===== config.mk =====
export PLATFORM = sky130hd
export DESIGN_NAME = df_seq_mux
export DESIGN_NICKNAME = d
export VERILOG_FILES = /design/src/rtl/df_seq_mux.sv
export SDC_FILE = /design/constraint.sdc
export NUM_CORES = 1
export LEC_CHECK = 0
export ABC_CLOCK_PERIOD_IN_PS = 3400
export CAP_MARGIN = 30
export CORE_MARGIN = 3
export CORE_UTILIZATION = 39
export DETAILED_ROUTE_END_ITERATION = 10
export GPL_ROUTABILITY_DRIVEN = 0
export PLACE_DENSITY_LB_ADDON = 0.15
export SLEW_MARGIN = 5
export SYNTH_ARGS = -nofsm -noshare
export SYNTH_HDL_FRONTEND = slang
export SYNTH_SLANG_ARGS = --single-unit

===== constraint.sdc =====
create_clock -name clk -period 3.4 [get_ports clk]
set_input_delay 0.68 -clock clk [delete_from_list [all_inputs] [get_ports clk]]
set_output_delay 0.68 -clock clk [all_outputs]
set_load 0.05 [all_outputs]

===== src/rtl/df_seq_mux.sv =====
// Sequenced operand mux: walks enabled channels in ascending order and streams them over valid/ready.
// Define DF_SEQ_MUX_BIAS_EN to append a fixed-point 1.0 bias beat after the channel beats.
module df_seq_mux #(
  parameter int DATA_WIDTH = 16,
  parameter int N_CH       = 7,
  parameter int SEL_W      = 3,
  parameter int FRAC_BITS  = 12
) (
  input  logic                         clk,
  input  logic                         reset,
  input  logic                         start,
  input  logic [N_CH-1:0]              ch_mask,
  input  logic [N_CH*DATA_WIDTH-1:0]   data_in,
  input  logic                         out_ready,
  output logic [DATA_WIDTH-1:0]        data_o,
  output logic [SEL_W-1:0]             sel_o,
  output logic                         valid_o,
  output logic                         last_o,
  output logic                         busy,
  output logic                         done
);

  // state | meaning
  // IDLE  | waiting for start
  // SEND  | presenting a channel beat
  // BIAS  | presenting the 1.0 bias beat
  // FIN   | one-cycle done pulse
  typedef enum logic [1:0] {IDLE, SEND, BIAS, FIN} state_t;

`ifdef DF_SEQ_MUX_BIAS_EN
  localparam bit BIAS_EN = 1'b1;
`else
  localparam bit BIAS_EN = 1'b0;
`endif

  localparam logic [DATA_WIDTH-1:0] BIAS_WORD = DATA_WIDTH'(1) << FRAC_BITS;

  state_t                  state_q, state_d;
  logic [N_CH-1:0]         mask_q, mask_d;
  logic [DATA_WIDTH-1:0]   data_q, data_d;
  logic [SEL_W-1:0]        sel_q, sel_d;
  logic                    valid_q, valid_d;
  logic                    last_q, last_d;

  logic                    load_en;
  logic [N_CH-1:0]         src_mask;
  logic [N_CH-1:0]         rest_mask;
  logic [SEL_W-1:0]        low_idx;
  int                      low_int;

  function automatic logic [SEL_W-1:0] lowest(input logic [N_CH-1:0] m);
    lowest = '0;
    for (int i = N_CH - 1; i >= 0; i--) begin
      if (m[i]) lowest = SEL_W'(i);
    end
  endfunction

  always_ff @(posedge clk) begin
    if (!reset) begin
      state_q <= IDLE;
      mask_q  <= '0;
      data_q  <= '0;
      sel_q   <= '0;
      valid_q <= 1'b0;
      last_q  <= 1'b0;
    end else begin
      state_q <= state_d;
      mask_q  <= mask_d;
      data_q  <= data_d;
      sel_q   <= sel_d;
      valid_q <= valid_d;
      last_q  <= last_d;
    end
  end

  always_comb begin
    state_d   = state_q;
    mask_d    = mask_q;
    data_d    = data_q;
    sel_d     = sel_q;
    valid_d   = valid_q;
    last_d    = last_q;
    load_en   = 1'b0;
    src_mask  = mask_q;

    case (state_q)
      IDLE: begin
        if (start) begin
          src_mask = ch_mask;
          load_en  = 1'b1;
        end
      end
      SEND: begin
        // The remaining mask still holds the bit of the beat on the wire until it transfers.
        if (valid_q && out_ready) begin
          src_mask = mask_q & ~(N_CH'(1) << sel_q);
          load_en  = 1'b1;
        end
      end
      BIAS: begin
        if (valid_q && out_ready) begin
          state_d = FIN;
          valid_d = 1'b0;
          last_d  = 1'b0;
        end
      end
      FIN:     state_d = IDLE;
      default: state_d = IDLE;
    endcase

    low_idx   = lowest(src_mask);
    low_int   = int'(low_idx);
    rest_mask = src_mask & ~(N_CH'(1) << low_idx);

    if (load_en) begin
      mask_d = src_mask;
      if (|src_mask) begin
        state_d = SEND;
        data_d  = data_in[low_int*DATA_WIDTH +: DATA_WIDTH];
        sel_d   = low_idx;
        valid_d = 1'b1;
        last_d  = !BIAS_EN && (rest_mask == '0);
      end else if (BIAS_EN) begin
        state_d = BIAS;
        data_d  = BIAS_WORD;
        sel_d   = SEL_W'(N_CH);
        valid_d = 1'b1;
        last_d  = 1'b1;
      end else begin
        state_d = FIN;
        valid_d = 1'b0;
        last_d  = 1'b0;
      end
    end
  end

  always_comb begin
    data_o  = data_q;
    sel_o   = sel_q;
    valid_o = valid_q;
    last_o  = last_q;
    busy    = (state_q != IDLE);
    done    = (state_q == FIN);
  end

endmodule

==> impl_metrics.env <==
export IMPL_ys_flop_type="dfxtp_1"
export IMPL_drt_total_wl_microns=8450
export IMPL_whs_ps=489
export IMPL_synth_top_cells_by_count="36 x mux2i_1, 31 x nand2_1, 30 x dfxtp_1"
export IMPL_slowest_stage="clkdlybuf4s50_1"
export IMPL_grt_pass1_wl_microns=13800
export IMPL_first_pass_iters=5
export IMPL_vias_per_cell=5.45
export IMPL_vias=2715
export IMPL_hold_viol=0
export IMPL_skew_ps=6.70
export IMPL_syn2layout_area_growth_pct=68.0
export IMPL_p_per_area_nw_per_um2=441
export IMPL_rows=28
export IMPL_yosysWarnings=0
export IMPL_drt_initial_drc_count=113
export IMPL_crit_type="primary input to register"
export IMPL_die_w_microns=87.1
export IMPL_syn_instance_count=264
export IMPL_cts_setup_buffers=0
export IMPL_report_final_slew_viol_count=0
export IMPL_yosysMostFrequentCell="mux2i_1"
export IMPL_yosysTopAreaCellShare=0.234
export IMPL_diodes=0
export IMPL_finalSetupViolations=0
export IMPL_fillCellCount=524
export IMPL_period_needed_ps=3090
export IMPL_yosys_area_top_type="dfxtp_1"
export IMPL_grt_max_degree=36
export IMPL_final_cell_area_sq_um=4310
export IMPL_setup_ws_ps=309
export IMPL_leakage_nw=1.79
export IMPL_cts_buffer_depth=2
export IMPL_p_comb_frac=0.576
export IMPL_tritoncts="built"
export IMPL_synth_ff_latch_count=30
export IMPL_worstPathArrival_ps=3260
export IMPL_async_flop_share=0
export IMPL_multiInputGateArea_sq_um=1840
export IMPL_grt_pass1_vias=2857
export IMPL_cap_viol_max_count=0
export IMPL_p_sw_frac=0.379
export IMPL_end_kind="register"
export IMPL_synthesis_area_sq_um=2570
export IMPL_grt_ovfl_total=0
export IMPL_path_clk_slew_ps=70
export IMPL_syn_avg_cell_area_sq_um=9.73
export IMPL_crit_fanout=35
export IMPL_cts_buffers=5
export IMPL_tns_ps=0
export IMPL_layout_nets=545
export IMPL_register_area_sq_um=601
export IMPL_power_frac_clock=0.188
export IMPL_ctsRootBufferMaster="clkbuf_8"
export IMPL_pin_count=146
export IMPL_switchingPower_mw=0.722
export IMPL_htreeDepth=2
export IMPL_rsz0062_at_grt="false"
export IMPL_hold_path_class="register to register"
export IMPL_portBuffers=145
export IMPL_antenna_found_initial=0
export IMPL_synth_distinct_cells=54
export IMPL_worst_pin_slew_ps=545
export IMPL_syn_nets=387
export IMPL_synth_edf_count=0
export IMPL_grt_usage=0.229
export IMPL_ir_drop_mv=0.302
export IMPL_hpwlAfterDp_microns=6980
export IMPL_synthTopCellsByArea="dfxtp_1 23%, mux2i_1 14%, mux2_4 9.4%"
export IMPL_yosysSeqAreaShare=0.234
export IMPL_critPathLaunchType="primary input"
export IMPL_start_util=0.419
export IMPL_drive_gt1_frac=0.225
export IMPL_max_freq_mhz=323
export IMPL_wl_per_cell_microns=17.0
export IMPL_worstSkewPairLatency_ps=280
export IMPL_cp_cell_sequence="clkdlybuf4s50_1 > buf_4 > or3b_1 > buf_4 > a221oi_2 > a221o_2 > buf_12 > mux2i_1 > mux2_2 > o211ai_2"
export IMPL_power_mw=1.90
export IMPL_place_worst_setup_slack_ps=-114
export IMPL_timing_final_crit_share=0.909
export IMPL_outcome="finished, final reports clean"
export IMPL_place_area_sq_um=4200
export IMPL_max_slew_margin=0.636
export IMPL_coreArea_sq_um=6130
export IMPL_p_int_mw=1.18
export IMPL_cts_sinks=30
export IMPL_drc=0
export IMPL_crit_required_ps=3570
export IMPL_crit_top_cell="buf_4"
export IMPL_die_h_microns=87.1
export IMPL_pwr_share_seq=0.236
export IMPL_die_area_sq_um=7590
export IMPL_ant_nets=0
export IMPL_slowest_delay_ps=470
repair_timing:
action,in CTS,in global routing
gates resized for setup,0,1
endpoints found under the hold margin,0,0
setup endpoints to repair,0,15
hold buffers,0,0
state kept, by name (all words and copies together), names as in the netlist:
register,flops
state_q,2
last_o,1
sel_o,3
data_o,16
mask_q,7
valid_o,1
power by group through the flow:
stage | Combinational, mW | Sequential (mW) | Clock [mW]
2_1_floorplan | 0.577 | 0.595 | 0
6_report | 1.10 | 0.449 | 0.358
3_3_place_gp | 1.09 | 0.453 | 0
3_5_place_dp | 1.10 | 0.454 | 0
5_1_grt | 1.17 | 0.456 | 0.385
4_1_cts | 1.10 | 0.447 | 0.362
layout make-up:
type                       count  share of cell area
tap                           75              0.0218
sequential                    30               0.139
multi-input combinational    213               0.427
timing repair buffer         169               0.384
clock buffer                   5              0.0160
clock inverter                 3             0.00928
inverter                       3             0.00261
cells by family after synthesis:
logic type / after synthesis / synth area share
muxes: 70 / 0.313
DFF: 30 / 0.234
and+or+nand+nor: 78 / 0.174
AOI/OAI and AO/OA: 65 / 0.227
buffers and inverters: 21 / 0.0521
critical path, delay by kind of cell:
kind            cells  cell delay (ps)
buf+inv             4             1010
compound gates      3              670
mux                 2              450
simple gates        1              430
layout by cell type, fill, tap and decap left out, drive strengths merged, types with 4 or more instances in the layout:
master         synthesis  routed
clkdlybuf4s50          0     145
mux2i                 36      36
mux2                  34      34
nand2                 31      31
dfxtp                 30      30
buf                   12      24
a32oi                 17      17
o211ai                16      16
and2                   9       9
nor2                   7       7
a21boi                 7       7
or2                    6       6
o21ai                  6       6
clkbuf                 6       5
a21oi                  4       4
stage by stage:
step	std cells	util
global route	498	0.704
CTS	498	0.703
finish	498	0.704
global placement	490	0.685
detailed placement	490	0.685
floorplan	264	-
final timing paths:
kind	from	end	slack, ps	cells after the start
worst max-delay path	start	data_o[6]	310	10
worst min-delay path	last_o	last_o	490	2
worst max register to register	state_q[0]	data_o[6]	710	8
worst min register to register	last_o	last_o	490	2
metal layers:
metal,global-route usage,wire [microns]
met5,0,0
met4,0.0614,149
met3,0.0719,696
met1,0.254,3240
met2,0.418,4370
(Power assumes the default switching activity.)
